File: config.mk
export PLATFORM = sky130hd
export DESIGN_NAME = delay_timer_arbiter
export DESIGN_NICKNAME = d
export VERILOG_FILES = /design/src/rtl/delay_timer_arbiter.sv
export SDC_FILE = /design/constraint.sdc
export NUM_CORES = 1
export LEC_CHECK = 0
export CAP_MARGIN = 15
export CORE_MARGIN = 2
export CORE_UTILIZATION = 35
export CTS_CLUSTER_DIAMETER = 60
export DETAILED_ROUTE_END_ITERATION = 10
export GPL_ROUTABILITY_DRIVEN = 0
export HOLD_SLACK_MARGIN = 0.08
export PLACE_DENSITY = 0.56
export SYNTH_ARGS = -nofsm -noshare
export SYNTH_HDL_FRONTEND = slang
export SYNTH_SLANG_ARGS = --single-unit
File: constraint.sdc
create_clock -name clk_50M -period 3 [get_ports clk_50M]
set_input_delay 0.45 -clock clk_50M [delete_from_list [all_inputs] [get_ports clk_50M]]
set_output_delay 0.45 -clock clk_50M [all_outputs]
set_load 0.005 [all_outputs]
File: src/rtl/delay_timer_arbiter.sv
// delay_timer_arbiter
//   Shares one fixed-length delay timer among N_REQ game FSMs. A prescaler
//   derives the tick from clk_50M. Requesters are granted the timer one at a
//   time, and each receives a done strobe when its delay expires.
//
//   Build option: define DELAY_TIMER_FIXED_PRIO_EN to replace round-robin with
//   fixed priority (lowest index wins). That build has no pointer register.
//
// Ports
//   clk_50M    in   system clock
//   i_Reset    in   synchronous, active-high reset
//   i_Req      in   level requests, held until o_Done is seen
//   o_Grant    out  one-hot current owner, zero when idle
//   o_Done     out  one-cycle pulse on the owner bit when its delay ends
//   o_Busy     out  high in RUN and DONE
//   o_Elapsed  out  ticks elapsed in the current delay
//   o_Tick     out  prescaler tick, only in RUN
module delay_timer_arbiter #(
  parameter int N_REQ       = 3,
  parameter int TICK_DIV    = 25000,
  parameter int DELAY_TICKS = 4000,
  parameter int CW          = $clog2(DELAY_TICKS + 1)
) (
  input  logic             clk_50M,
  input  logic             i_Reset,
  input  logic [N_REQ-1:0] i_Req,
  output logic [N_REQ-1:0] o_Grant,
  output logic [N_REQ-1:0] o_Done,
  output logic             o_Busy,
  output logic [CW-1:0]    o_Elapsed,
  output logic             o_Tick
);

  localparam int PSW = $clog2(TICK_DIV);
  localparam int PW  = $clog2(N_REQ);

  generate
    if (TICK_DIV < 2 || DELAY_TICKS < 1 || N_REQ < 2 || N_REQ > 8) begin : g_bad_param
      $error("delay_timer_arbiter: parameter out of range");
    end
  endgenerate

  typedef enum logic [1:0] {S_IDLE, S_RUN, S_DONE} state_t;

  state_t           state_q, state_d;
  logic [N_REQ-1:0] grant_q, grant_d;
  logic [N_REQ-1:0] done_q, done_d;
  logic [CW-1:0]    elapsed_q, elapsed_d;
  logic [PSW-1:0]   presc_q, presc_d;
`ifndef DELAY_TIMER_FIXED_PRIO_EN
  logic [PW-1:0]    ptr_q, ptr_d;
`endif

  logic          found;
  logic [PW-1:0] win;
  logic          tick;
  logic          cancel;

  // Winner selection from the current request vector.
  always_comb begin
    int idx;
    idx   = 0;
    found = 1'b0;
    win   = '0;
    for (int k = 0; k < N_REQ; k++) begin
`ifdef DELAY_TIMER_FIXED_PRIO_EN
      idx = k;
`else
      idx = (int'(ptr_q) + k) % N_REQ;
`endif
      if (!found && i_Req[idx]) begin
        found = 1'b1;
        win   = PW'(idx);
      end
    end
  end

  assign tick   = (state_q == S_RUN) && (presc_q == PSW'(TICK_DIV - 1));
  // The owner dropping its request mid-run abandons the delay.
  assign cancel = |(grant_q & ~i_Req);

  always_comb begin
    state_d   = state_q;
    grant_d   = grant_q;
    done_d    = '0;
    elapsed_d = elapsed_q;
    presc_d   = presc_q;
`ifndef DELAY_TIMER_FIXED_PRIO_EN
    ptr_d     = ptr_q;
`endif
    case (state_q)
      S_IDLE: begin
        if (found) begin
          state_d   = S_RUN;
          grant_d   = N_REQ'(1) << win;
          presc_d   = '0;
          elapsed_d = '0;
`ifndef DELAY_TIMER_FIXED_PRIO_EN
          ptr_d     = (win == PW'(N_REQ - 1)) ? '0 : win + PW'(1);
`endif
        end
      end
      S_RUN: begin
        if (cancel) begin
          state_d   = S_IDLE;
          grant_d   = '0;
          elapsed_d = '0;
          presc_d   = '0;
        end else begin
          presc_d = tick ? '0 : presc_q + PSW'(1);
          if (tick) begin
            if (elapsed_q == CW'(DELAY_TICKS - 1)) begin
              state_d   = S_DONE;
              elapsed_d = CW'(DELAY_TICKS);
              done_d    = grant_q;
            end else begin
              elapsed_d = elapsed_q + CW'(1);
            end
          end
        end
      end
      S_DONE: begin
        // Grant is released here; the requester drops its request on the same
        // edge, so IDLE never sees a stale request from the finished owner.
        state_d   = S_IDLE;
        grant_d   = '0;
        elapsed_d = '0;
        presc_d   = '0;
      end
      default: begin
        state_d   = S_IDLE;
        grant_d   = '0;
        elapsed_d = '0;
        presc_d   = '0;
      end
    endcase
  end

  always_ff @(posedge clk_50M) begin
    if (i_Reset) begin
      state_q   <= S_IDLE;
      grant_q   <= '0;
      done_q    <= '0;
      elapsed_q <= '0;
      presc_q   <= '0;
`ifndef DELAY_TIMER_FIXED_PRIO_EN
      ptr_q     <= '0;
`endif
    end else begin
      state_q   <= state_d;
      grant_q   <= grant_d;
      done_q    <= done_d;
      elapsed_q <= elapsed_d;
      presc_q   <= presc_d;
`ifndef DELAY_TIMER_FIXED_PRIO_EN
      ptr_q     <= ptr_d;
`endif
    end
  end

  assign o_Grant   = grant_q;
  assign o_Done    = done_q;
  assign o_Busy    = (state_q != S_IDLE);
  assign o_Elapsed = elapsed_q;
  assign o_Tick    = tick;

endmodule

==> flow_summary.toml <==
[drt]
drt_first_pass_iters = 5
vias_per_cell = 5.68
drtAntennaViolNets = 0
post-route-drc-count = 0
routed_wirelength_mm = 5.07
via_total_after_detailed_routing = 2038
route.detailed.wl_per_inst_um = 14.1
drtIter0Drc = 87

[pwr]
sw_frac_of_total_pct = 37.4
power.leakage_uw = 0.000827
max_vdd_drop_v = 0.000257
intPower_uw = 1160
netSwitchingPower_uw = 696
powerDensity_nw_per_um2 = 720
power_frac_seq_pct = 31.8
power.share.combinational_pct = 43.6
clock_power_share_pct = 24.6

[cells_and_area]
drive_above_1_share_pct = 8.80
register_area_um2 = 741
flow.area_growth_from_synthesis_pct = 21.6
multi_input_comb_area_um2 = 1270
leading_cell_type_in_the_layout_fill_and_taps_excluded = "sky130_fd_sc_hd__dfxtp_1"
nNetsFinal = 294
n_fill_cell = 591
mostFrequentLayoutCells = "37 x sky130_fd_sc_hd__dfxtp_1, 24 x sky130_fd_sc_hd__clkdlybuf4s50_1, 22 x sky130_fd_sc_hd__a21oi_1"
antenna_cells_inserted = 0

[global_route]
grt_overflow_total = 0
antenna_found_initial = 0
wire_length_of_the_first_global_routing_pass_mm = 8.38
track_usage_pct = 16.2
grt_max_degree = 18
first_global_vias = 1787

[die]
die_area_um2 = 6710
fp.dieH_um = 81.9
floorplan.initialDensity_pct = 36.1
number_of_placement_rows = 28
floorplan.io_pins = 25
placeableCoreArea_um2 = 5890
die_width_um = 81.9

[clock_network]
cts_buf_count = 5
clk_transition_reported_paths_ns = 0.08
cts.sink_count = 37
post_cts.repair.setup_buffers = 0
clk_root_buffer_cell = "sky130_fd_sc_hd__clkbuf_8"
insertion_delay_ns = 0.29
cts.hold.buffers_added = 0
ctsResizeCount = 0
max_root_sink_buffers = 2
tritoncts = "built"
cts-htree-levels = 2

[synth]
synth_async_sr_flop_share_pct = 0
post_synth_inst_count = 253
syn_area_per_cell_um2 = 8.40
synth-seq-area-share_pct = 34.9
number_of_synthesized_register_bits = 37
synthDistinctLibCells = 56
post-synth-top-area-cell = "sky130_fd_sc_hd__dfxtp_1"
syn_nets = 264
yosys_warnings = 0
yosysTopAreaCellShare_pct = 34.9
cell_types_occupying_the_most_area_after_synthesis = "sky130_fd_sc_hd__dfxtp_1 35%, sky130_fd_sc_hd__a21oi_1 5.2%, sky130_fd_sc_hd__o21ai_0 3.8%, sky130_fd_sc_hd__ha_1 3.5%, sky130_fd_sc_hd__or4_1 3.5%"
synthesis.area_um2 = 2120
ys_dominant_reg_cell = "sky130_fd_sc_hd__dfxtp_1"
synth_enable_flop_cells = 0

[timing]
post_route_worst_setup_slack_ns = 0.411
final_min_period_over_clock_period_pct = 86.3
setup_violations = 0
rsz0062_at_grt = "false"
finalHoldViolCount = 0
slew_violations = 0
max_slew_margin_pct = 66.4
final.min_clock_period_ns = 2.59
max_freq_mhz = 386
timing.setup.tns_ns = 0
skew_ns = 0.00780
worstMarginPinSlew_ns = 0.502

[run]
max_capacitance_violation_count = 0

[worst_hold_path]
min_path_type = "reg2reg"

[critical_path]
cp-start-kind = "flop"
data_required_time_at_the_worst_endpoint_ns = 3.23
setup.worst_path.end_class = "flop"
worstPathArrival_ns = 2.82
timing.setup.critical_path_class = "reg2reg"
critical_path_peak_fanout = 11

[placement]
buffer_ports.inserted = 24
dpl.hpwl_mm = 3.74
detailedPlace.worstSlack_ns = 0.418

[run_status]
status = "completed"
final timing paths:
path                                   from     endpoint  slack (ns)  cells past startpoint
worst min register to register  presc_q[14]  presc_q[14]        0.48                      2
worst max register to register     ptr_q[0]   presc_q[5]        0.41                      8
worst max-delay path               ptr_q[0]   presc_q[5]        0.41                      8
worst min-delay path            presc_q[14]  presc_q[14]        0.48                      2
state kept, by name (all words and copies together), names as in the netlist:
signal	cells
ptr_q	2
o_Elapsed	12
o_Grant	3
o_Done	3
state_q	2
presc_q	15
layer usage:
layer	share of wire, %	GRT usage (%)	up-vias
met5	0	0	-
met4	1.5	6.33	0
met3	5.1	3.63	5
met2	48	27.0	58
met1	46	20.4	955
li1	-	-	1020
cell type report:
class                           instances  area share (%)
Clock inverter                          2            1.45
Clock buffer                            6            3.20
Sequential cell                        37            28.7
Inverter                               12            1.74
Tap cell                               75            3.63
Multi-Input combinational cell        194            49.4
Timing Repair Buffer                   33            11.9
critical path, cell delays in order (launching register included):
cell and delay, ns:
sky130_fd_sc_hd__dfxtp_1 0.38, sky130_fd_sc_hd__inv_1 0.08, sky130_fd_sc_hd__ha_1 0.45, sky130_fd_sc_hd__nor2b_1 0.22, sky130_fd_sc_hd__o21ai_1 0.19, sky130_fd_sc_hd__and4_1 0.35, sky130_fd_sc_hd__buf_4 0.22, sky130_fd_sc_hd__or4_1 0.50
sky130_fd_sc_hd__a21oi_1 0.15
power groups by stage:
stage	clock network (uW)	logic [uW]	registers [uW]
finish	457	812	591
global route	488	898	600
CTS	465	810	592
detailed placement	0	804	604
global placement	0	811	602
floorplan	0	620	590
cells by family (layout without fill, tap and decap cells):
group | after synthesis | count (layout) | share of synthesized area (%)
buffers and inverters | 22 | 53 | 5.12
adders and majority gates | 6 | 6 | 3.53
AOI/OAI and AO/OA | 81 | 81 | 25.3
DFF | 37 | 37 | 34.9
and+or+nand+nor | 101 | 101 | 28.4
xor gates and xnor gates | 2 | 2 | 0.825
muxes | 4 | 4 | 1.88
metrics by stage:
step                      cells  power [uW]  hold slack, ns  cell area [um2]  utilization, %
after floorplan             253        1210           0.447             2120               -
after global placement      351        1410           0.461             2460            41.8
after detailed placement    351        1410           0.467             2460            41.8
after CTS                   359        1870           0.478             2580            43.9
after global routing        359        1990           0.516             2580            43.9
final                       359        1860           0.479             2580            43.9
Yosys cell counts (3+ instances only):
master,instances
sky130_fd_sc_hd__a21oi_1,22
sky130_fd_sc_hd__a41oi_1,3
sky130_fd_sc_hd__and2_1,6
sky130_fd_sc_hd__buf_2,3
sky130_fd_sc_hd__clkbuf_1,3
sky130_fd_sc_hd__dfxtp_1,37
sky130_fd_sc_hd__ha_1,6
sky130_fd_sc_hd__inv_1,12
sky130_fd_sc_hd__mux2i_1,4
sky130_fd_sc_hd__nand2_1,14
sky130_fd_sc_hd__nand3_1,11
sky130_fd_sc_hd__nand3b_1,3
sky130_fd_sc_hd__nand4_1,8
sky130_fd_sc_hd__nor2_1,15
sky130_fd_sc_hd__nor2b_1,8
sky130_fd_sc_hd__o211ai_1,3
sky130_fd_sc_hd__o21ai_0,16
sky130_fd_sc_hd__o21ai_1,4
sky130_fd_sc_hd__o2bb2ai_1,3
sky130_fd_sc_hd__o31ai_1,9
sky130_fd_sc_hd__or3_1,8
sky130_fd_sc_hd__or4_1,10
(Power assumes the default switching activity.)
